### src/rtl/register_file_if.sv
// -----------------------------------------------------------------------------
// register_file_if
// Bundles the decode read port, the issue/scoreboard port and the writeback
// write port of the architectural register file into one interface.
//
// Signals:
//   rd_en, rs_addr, rt_addr   decode read request and source addresses
//   rs_data, rt_data          registered read data returned to decode
//   stall                     a requested source still has a write in flight
//   issue_en, issue_rd        decode issues an instruction writing issue_rd
//   wr_en, wr_addr, wr_data   writeback write (reg_wren / rd_out / writeBackData)
//   sb_overflow               sticky: an issue hit a saturated pending counter
//
// Modports:
//   master  decode + writeback side (drives requests, receives data/status)
//   slave   register file side
// -----------------------------------------------------------------------------
interface register_file_if #(
    parameter int DATA_W = 32,
    parameter int ADDR_W = 5
);
    logic              rd_en;
    logic [ADDR_W-1:0] rs_addr;
    logic [ADDR_W-1:0] rt_addr;
    logic [DATA_W-1:0] rs_data;
    logic [DATA_W-1:0] rt_data;
    logic              stall;
    logic              issue_en;
    logic [ADDR_W-1:0] issue_rd;
    logic              wr_en;
    logic [ADDR_W-1:0] wr_addr;
    logic [DATA_W-1:0] wr_data;
    logic              sb_overflow;

    modport master (
        output rd_en, rs_addr, rt_addr,
        output issue_en, issue_rd,
        output wr_en, wr_addr, wr_data,
        input  rs_data, rt_data, stall, sb_overflow
    );

    modport slave (
        input  rd_en, rs_addr, rt_addr,
        input  issue_en, issue_rd,
        input  wr_en, wr_addr, wr_data,
        output rs_data, rt_data, stall, sb_overflow
    );
endinterface

### src/rtl/register_file.sv
// -----------------------------------------------------------------------------
// register_file
// Architectural register file sitting at the consuming end of writeback.
// Two registered read ports feed decode; a per-register pending-write
// counter (scoreboard) raises stall while a requested source operand still
// has a write in flight. Register 0 reads as zero and is never written.
//
// Ports:
//   clk     single clock, rising edge
//   reset   asynchronous, active-high; clears registers, counters and outputs
//   bus     register_file_if.slave (read, issue and write ports, status)
//
// Optional feature macro: REGFILE_BYPASS_EN
//   defined   : a read sampled on the same edge as a write to the same nonzero
//               register returns the write data, and the last pending write to
//               a register releases stall in its own cycle.
//   undefined : same-edge reads return the old value; stall releases one
//               cycle after the final write.
// -----------------------------------------------------------------------------
module register_file #(
    parameter int DATA_W = 32,
    parameter int ADDR_W = 5,
    parameter int CNT_W  = 2
) (
    input  logic              clk,
    input  logic              reset,
    register_file_if.slave    bus
);
    localparam int NREG = 2 ** ADDR_W;
    localparam logic [CNT_W-1:0] CNT_MAX = {CNT_W{1'b1}};

    logic [DATA_W-1:0] r_regs [NREG];
    logic [CNT_W-1:0]  r_pend [NREG];
    logic [DATA_W-1:0] r_rsData;
    logic [DATA_W-1:0] r_rtData;
    logic              r_overflow;

    logic [NREG-1:0]   w_issueHit;
    logic [NREG-1:0]   w_writeHit;
    logic              w_rsRelease;
    logic              w_rtRelease;
    logic              w_rsForward;
    logic              w_rtForward;
    logic              w_rsBusy;
    logic              w_rtBusy;
    logic              w_stall;
    logic              w_overflowHit;
    logic [DATA_W-1:0] w_rsNext;
    logic [DATA_W-1:0] w_rtNext;

    // One-hot decode of which register is being issued to and which is being
    // written this cycle. Address 0 never sets a bit, which keeps pend[0]
    // pinned at zero without any special case in the counter update.
    always_comb begin
        w_issueHit = '0;
        w_writeHit = '0;
        if (bus.issue_en && (bus.issue_rd != '0)) begin
            w_issueHit[bus.issue_rd] = 1'b1;
        end
        if (bus.wr_en && (bus.wr_addr != '0)) begin
            w_writeHit[bus.wr_addr] = 1'b1;
        end
    end

`ifdef REGFILE_BYPASS_EN
    // The write landing this cycle is the last outstanding one for a source,
    // so that source is treated as ready now; its data is forwarded below.
    assign w_rsRelease = (r_pend[bus.rs_addr] == CNT_W'(1)) && bus.wr_en && (bus.wr_addr == bus.rs_addr);
    assign w_rtRelease = (r_pend[bus.rt_addr] == CNT_W'(1)) && bus.wr_en && (bus.wr_addr == bus.rt_addr);
    assign w_rsForward = bus.wr_en && (bus.wr_addr != '0) && (bus.wr_addr == bus.rs_addr);
    assign w_rtForward = bus.wr_en && (bus.wr_addr != '0) && (bus.wr_addr == bus.rt_addr);
`else
    assign w_rsRelease = 1'b0;
    assign w_rtRelease = 1'b0;
    assign w_rsForward = 1'b0;
    assign w_rtForward = 1'b0;
`endif

    // Stall uses counter values from the previous edge only; an issue in this
    // same cycle cannot raise it.
    assign w_rsBusy = (bus.rs_addr != '0) && (r_pend[bus.rs_addr] != '0) && !w_rsRelease;
    assign w_rtBusy = (bus.rt_addr != '0) && (r_pend[bus.rt_addr] != '0) && !w_rtRelease;
    assign w_stall  = bus.rd_en && (w_rsBusy || w_rtBusy);

    // Saturation: an issue to a full counter that is not simultaneously
    // cancelled by a write to the same register.
    assign w_overflowHit = bus.issue_en && (bus.issue_rd != '0) && !w_writeHit[bus.issue_rd]
                           && (r_pend[bus.issue_rd] == CNT_MAX);

    assign w_rsNext = (bus.rs_addr == '0) ? '0 : (w_rsForward ? bus.wr_data : r_regs[bus.rs_addr]);
    assign w_rtNext = (bus.rt_addr == '0) ? '0 : (w_rtForward ? bus.wr_data : r_regs[bus.rt_addr]);

    // Register array write port. Register 0 is never stored to so it stays 0.
    always_ff @(posedge clk or posedge reset) begin
        if (reset) begin
            for (int i = 0; i < NREG; i++) begin
                r_regs[i] <= '0;
            end
        end else if (bus.wr_en && (bus.wr_addr != '0)) begin
            r_regs[bus.wr_addr] <= bus.wr_data;
        end
    end

    // Pending-write counters. An issue and a write to the same register in
    // one cycle cancel out. Increments saturate at the max value (flagging
    // overflow) and decrements at zero are dropped, which also absorbs the
    // writes still draining from before a reset.
    always_ff @(posedge clk or posedge reset) begin
        if (reset) begin
            for (int i = 0; i < NREG; i++) begin
                r_pend[i] <= '0;
            end
            r_overflow <= 1'b0;
        end else begin
            for (int i = 0; i < NREG; i++) begin
                if (w_issueHit[i] && !w_writeHit[i]) begin
                    if (r_pend[i] != CNT_MAX) begin
                        r_pend[i] <= r_pend[i] + CNT_W'(1);
                    end
                end else if (w_writeHit[i] && !w_issueHit[i]) begin
                    if (r_pend[i] != '0) begin
                        r_pend[i] <= r_pend[i] - CNT_W'(1);
                    end
                end
            end
            if (w_overflowHit) begin
                r_overflow <= 1'b1;
            end
        end
    end

    // Registered read ports. A stalled or absent read leaves both outputs
    // holding their previous values.
    always_ff @(posedge clk or posedge reset) begin
        if (reset) begin
            r_rsData <= '0;
            r_rtData <= '0;
        end else if (bus.rd_en && !w_stall) begin
            r_rsData <= w_rsNext;
            r_rtData <= w_rtNext;
        end
    end

    assign bus.rs_data     = r_rsData;
    assign bus.rt_data     = r_rtData;
    assign bus.stall       = w_stall;
    assign bus.sb_overflow = r_overflow;
endmodule

### src/flat_wrapper.sv
// flat-port wrapper written by rule: the top's interface ports become plain ports
module register_file_flat 
#(
    parameter int DATA_W = 32,
    parameter int ADDR_W = 5,
    parameter int CNT_W  = 2
)
  (clk, reset, bus_rd_en, bus_rs_addr, bus_rt_addr, bus_issue_en, bus_issue_rd, bus_wr_en, bus_wr_addr, bus_wr_data, bus_rs_data, bus_rt_data, bus_stall, bus_sb_overflow);
  register_file_if #(.DATA_W(DATA_W), .ADDR_W(ADDR_W)) bus_i ();
  input  logic clk;
  input  logic reset;
  input wire logic [$bits(bus_i.rd_en)-1:0] bus_rd_en;
  input wire logic [$bits(bus_i.rs_addr)-1:0] bus_rs_addr;
  input wire logic [$bits(bus_i.rt_addr)-1:0] bus_rt_addr;
  input wire logic [$bits(bus_i.issue_en)-1:0] bus_issue_en;
  input wire logic [$bits(bus_i.issue_rd)-1:0] bus_issue_rd;
  input wire logic [$bits(bus_i.wr_en)-1:0] bus_wr_en;
  input wire logic [$bits(bus_i.wr_addr)-1:0] bus_wr_addr;
  input wire logic [$bits(bus_i.wr_data)-1:0] bus_wr_data;
  output wire logic [$bits(bus_i.rs_data)-1:0] bus_rs_data;
  output wire logic [$bits(bus_i.rt_data)-1:0] bus_rt_data;
  output wire logic [$bits(bus_i.stall)-1:0] bus_stall;
  output wire logic [$bits(bus_i.sb_overflow)-1:0] bus_sb_overflow;
  assign bus_i.rd_en = bus_rd_en;
  assign bus_i.rs_addr = bus_rs_addr;
  assign bus_i.rt_addr = bus_rt_addr;
  assign bus_i.issue_en = bus_issue_en;
  assign bus_i.issue_rd = bus_issue_rd;
  assign bus_i.wr_en = bus_wr_en;
  assign bus_i.wr_addr = bus_wr_addr;
  assign bus_i.wr_data = bus_wr_data;
  assign bus_rs_data = bus_i.rs_data;
  assign bus_rt_data = bus_i.rt_data;
  assign bus_stall = bus_i.stall;
  assign bus_sb_overflow = bus_i.sb_overflow;
  register_file #(.DATA_W(DATA_W), .ADDR_W(ADDR_W), .CNT_W(CNT_W)) u_core (.clk(clk), .reset(reset), .bus(bus_i));
endmodule
### config.mk
export PLATFORM = sky130hd
export DESIGN_NAME = register_file_flat
export DESIGN_NICKNAME = d
export VERILOG_FILES = /design/src/rtl/register_file_if.sv /design/src/rtl/register_file.sv /design/src/flat_wrapper.sv
export SDC_FILE = /design/constraint.sdc
export NUM_CORES = 2
export LEC_CHECK = 0
export ABC_AREA = 1
export BUFFER_PORTS_ARGS = -buffer_cell sky130_fd_sc_hd__buf_2
export CELL_PAD_IN_SITES_DETAIL_PLACEMENT = 1
export CELL_PAD_IN_SITES_GLOBAL_PLACEMENT = 1
export CORE_ASPECT_RATIO = 0.9
export CORE_MARGIN = 1.5
export CORE_UTILIZATION = 42
export CTS_CLUSTER_SIZE = 24
export DETAILED_ROUTE_END_ITERATION = 12
export PLACE_DENSITY = 0.81
export SETUP_SLACK_MARGIN = 0.1
export SYNTH_ARGS = -nofsm -noshare
export SYNTH_HDL_FRONTEND = slang
export SYNTH_SLANG_ARGS = --single-unit
### constraint.sdc
create_clock -name clk -period 36.7 [get_ports clk]
set_input_delay 7.34 -clock clk [delete_from_list [all_inputs] [get_ports clk]]
set_output_delay 7.34 -clock clk [all_outputs]
set_load 0.02 [all_outputs]
==> impl_metrics.toml <==
[logic_synthesis]
synth_top_flop_cell = "dfrtp_1"
synth_area_sq_um = 65000
yosysTopAreaCellShare_pct = 44.4
synth_top_area_cell = "dfrtp_1"
synthesis.instances = 9344
synth_edf_count = 0
synthSimpleGateAreaFrac_pct = 30.2
yosysMostFrequentCell = "nand2_1"
ys_ff_latch = 1153
yosysSeqAreaShare_pct = 44.4
yosysWarningCount = 0
async_reset_ff_share_pct = 100
synth_compound_area_share_pct = 15.8
ys_top_cells_by_area = "dfrtp_1 (44%), nand2_1 (18%), o21ai_0 (11%)"
synthMuxAreaShare_pct = 0
syn_nets = 9401
synthXorXnorAreaFrac_pct = 0.418
synthTopCellsByCount = "nand2_1 (3039), o21ai_0 (1389), nand3_1 (1184)"
synthAdderAreaFrac_pct = 0
syn_avg_cell_area_sq_um = 6.96
ys_types = 29
synth_top_family_by_area = "simple AND/OR/NAND/NOR gates"

[detailed_routing]
first_iter_violations = 7547
route.detailed.drc = 0
dr.pass1.iters = 5
antenna_left = 0
drt_wl_total_um = 290000
num_vias = 68010
wire_per_inst_um = 26.3
routed_via_density = 6.17

[die]
io_pins = 123
start_util_pct = 42.4
num_rows = 136
coreArea_sq_um = 153000
die_h_um = 376
die_w_um = 418
dieArea_sq_um = 157000

[setup_path]
r2r_cells = 13
endpoint_kind = "primary output"
cp.required_ps = 29360
ff2ff_setup_slack_ps = 32750
critPathSlowestCell = "buf_4"
critPathKind = "primary input to primary output"
crit_chain = "buf_8, inv_8, buf_4, o211ai_1, nand3_1, nand2_1, nand2_1, nand3_1, nand3_4, buf_4, a21boi_0, buf_2"
crit_path_max_incr_delay_ps = 710
r2r_start = "u_core.r_pend[12]$_DFFE_PP0P_"
r2r_end = "u_core.bus.rs_data[18]$_DFFE_PP0P_"
critPathMaxFanout = 88
cp_data_arrival_time_ps = 10850
cp-start-kind = "primary input"

[clock_tree]
cts_hold_buffers = 0
cts_root_buf = "clkbuf_16"
clock_path_buffers = 3
cts_tree = "done"
post_cts_resize_count = 0
path_clk_slew_ps = 60
postCtsSetupRepairBufs = 0
htreeDepth = 4
clock_latency_ps = 800
clock-sinks = 1153
numCtsBuffers = 138

[cells_and_area]
area_growth_pct = 8.65
finish.net_count = 8958
drive_above_1_share_pct = 5.92

[power]
ir_worst_vdd_uv = 46.7
power_leakage_nw = 33.5
power.density_nw_per_um2 = 59.2

[sta]
fin_tns_setup_ps = 0
setup_viol = 0
max_freq_mhz = 55.0
fin_crit_sh_pct = 49.6
fin_skew_ps = 31.0
slew_violations = 0
hold_viol_final = 0
relSlewSlack_pct = 12.8
max_slew.worst_pin.slew_ps = 1310
holdWs_ps = 399
finalCriticalPeriod_ps = 18190
grt_setup_unrepaired = "no"
fin_ws_ps = 18510

[outcome]
status = "finished clean"

[grt]
grt.overflow.total = 0
grt_antenna_before_repair = 25
grt_max_degree = 206
grt_pass1_wl_um = 440000
grt_pass1_vias = 69778
track_usage_pct = 36.7

[place]
dp.final_hpwl_um = 161000
gp_congestion = 0.889
port_buffers = 122
dp_slack_ps = 18550

[hold_path]
hold_class = "flop to flop"
hold_end = "u_core.r_regs[992]$_DFFE_PP0P_"
worstHoldStart = "u_core.r_regs[992]$_DFFE_PP0P_"
min_path_cells = 0

[job]
cap_violations = 0
## through the flow
step,cells,power [mW],cell area (sq um),utilization (%)
floorplan,9344,2.38,65000,-
global placement,10762,2.65,65900,43.0
detailed placement,10762,2.72,65900,43.0
CTS,11015,4.17,70600,46.1
global route,11019,4.38,70600,46.1
finish,11028,4.18,70600,46.1
## registers in the layout, summed over array words and instances (netlist names)
| signal | flops |
|---|---|
| u_core.bus.rs_data | 32 |
| u_core.bus.rt_data | 32 |
| u_core.bus.sb_overflow | 1 |
| u_core.r_pend | 64 |
| u_core.r_regs | 1024 |
## cell families after synthesis
| family | count (synthesis) |
|---|---|
| simple gates | 4769 |
| compound gates | 1913 |
| buf+inv | 1478 |
| flops | 1153 |
| xor+xnor | 31 |
## critical path: cells and delay by family
kind            cells  cell delay, ps
compound gates      2             490
buf+inv             5            2450
simple gates        5             490
## final cells by class
class / count / area [sq um]
fillers: 19516 / 82500
multi-input cells: 6713 / 30400
flip-flops and latches: 1153 / 28900
clock buffers: 204 / 4100
inverters: 662 / 2540
well taps: 2001 / 2500
repair buffers: 233 / 1560
clock inverters: 49 / 609
diodes: 13 / 32.5
## power by group
| part | total, mW | switching (mW) | internal (mW) |
|---|---|---|---|
| combinational | 0.958 | 0.662 | 0.296 |
| clock | 1.45 | 0.605 | 0.844 |
| sequential | 1.77 | 0.217 | 1.56 |
| total | 4.18 | 1.48 | 2.70 |
## layer usage
| layer | GRT usage (%) | part of all wire [%] | up-vias |
|---|---|---|---|
| li1 | - | - | 29506 |
| met1 | 46.5 | 39 | 34072 |
| met2 | 57.0 | 44 | 3468 |
| met3 | 8.82 | 9.9 | 946 |
| met4 | 21.6 | 6.3 | 18 |
| met5 | 0 | 0.041 | - |
## layout by cell type (no fill, tap or decap), types with 3 or more instances in the layout
cell type	count
nand3_1	1181
inv_1	639
diode_2	13
nand2_1	3029
a21oi_1	230
buf_2	114
nand3_4	3
inv_8	4
clkinv_2	27
o211ai_1	268
o22ai_1	8
buf_4	108
nand4_1	68
o21ai_0	1389
inv_16	3
clkbuf_16	140
xor2_1	31
nor2_4	11
inv_6	7
bufinv_16	9
dfrtp_1	1153
clkinv_8	5
clkinvlp_4	7
or2_2	25
buf_12	5
a22oi_1	10
nor2_1	431
inv_2	6
nand2_4	10
buf_8	4
clkbuf_8	36
o21ai_1	4
nor3_1	4
clkbuf_1	28
## worst max-delay path by stage
stage | to | depth (start not counted) | start
after floorplan | u_core.bus.rs_data[0]$_DFFE_PP0P_ | 1 | reset
after global placement | bus_stall | 12 | bus_rt_addr[0]
after detailed placement | bus_stall | 12 | bus_rt_addr[0]
after CTS | bus_stall | 12 | bus_rt_addr[0]
after global routing | bus_stall | 12 | bus_rt_addr[0]
final | bus_stall | 12 | bus_rt_addr[0]
(Power assumes the default switching activity.)
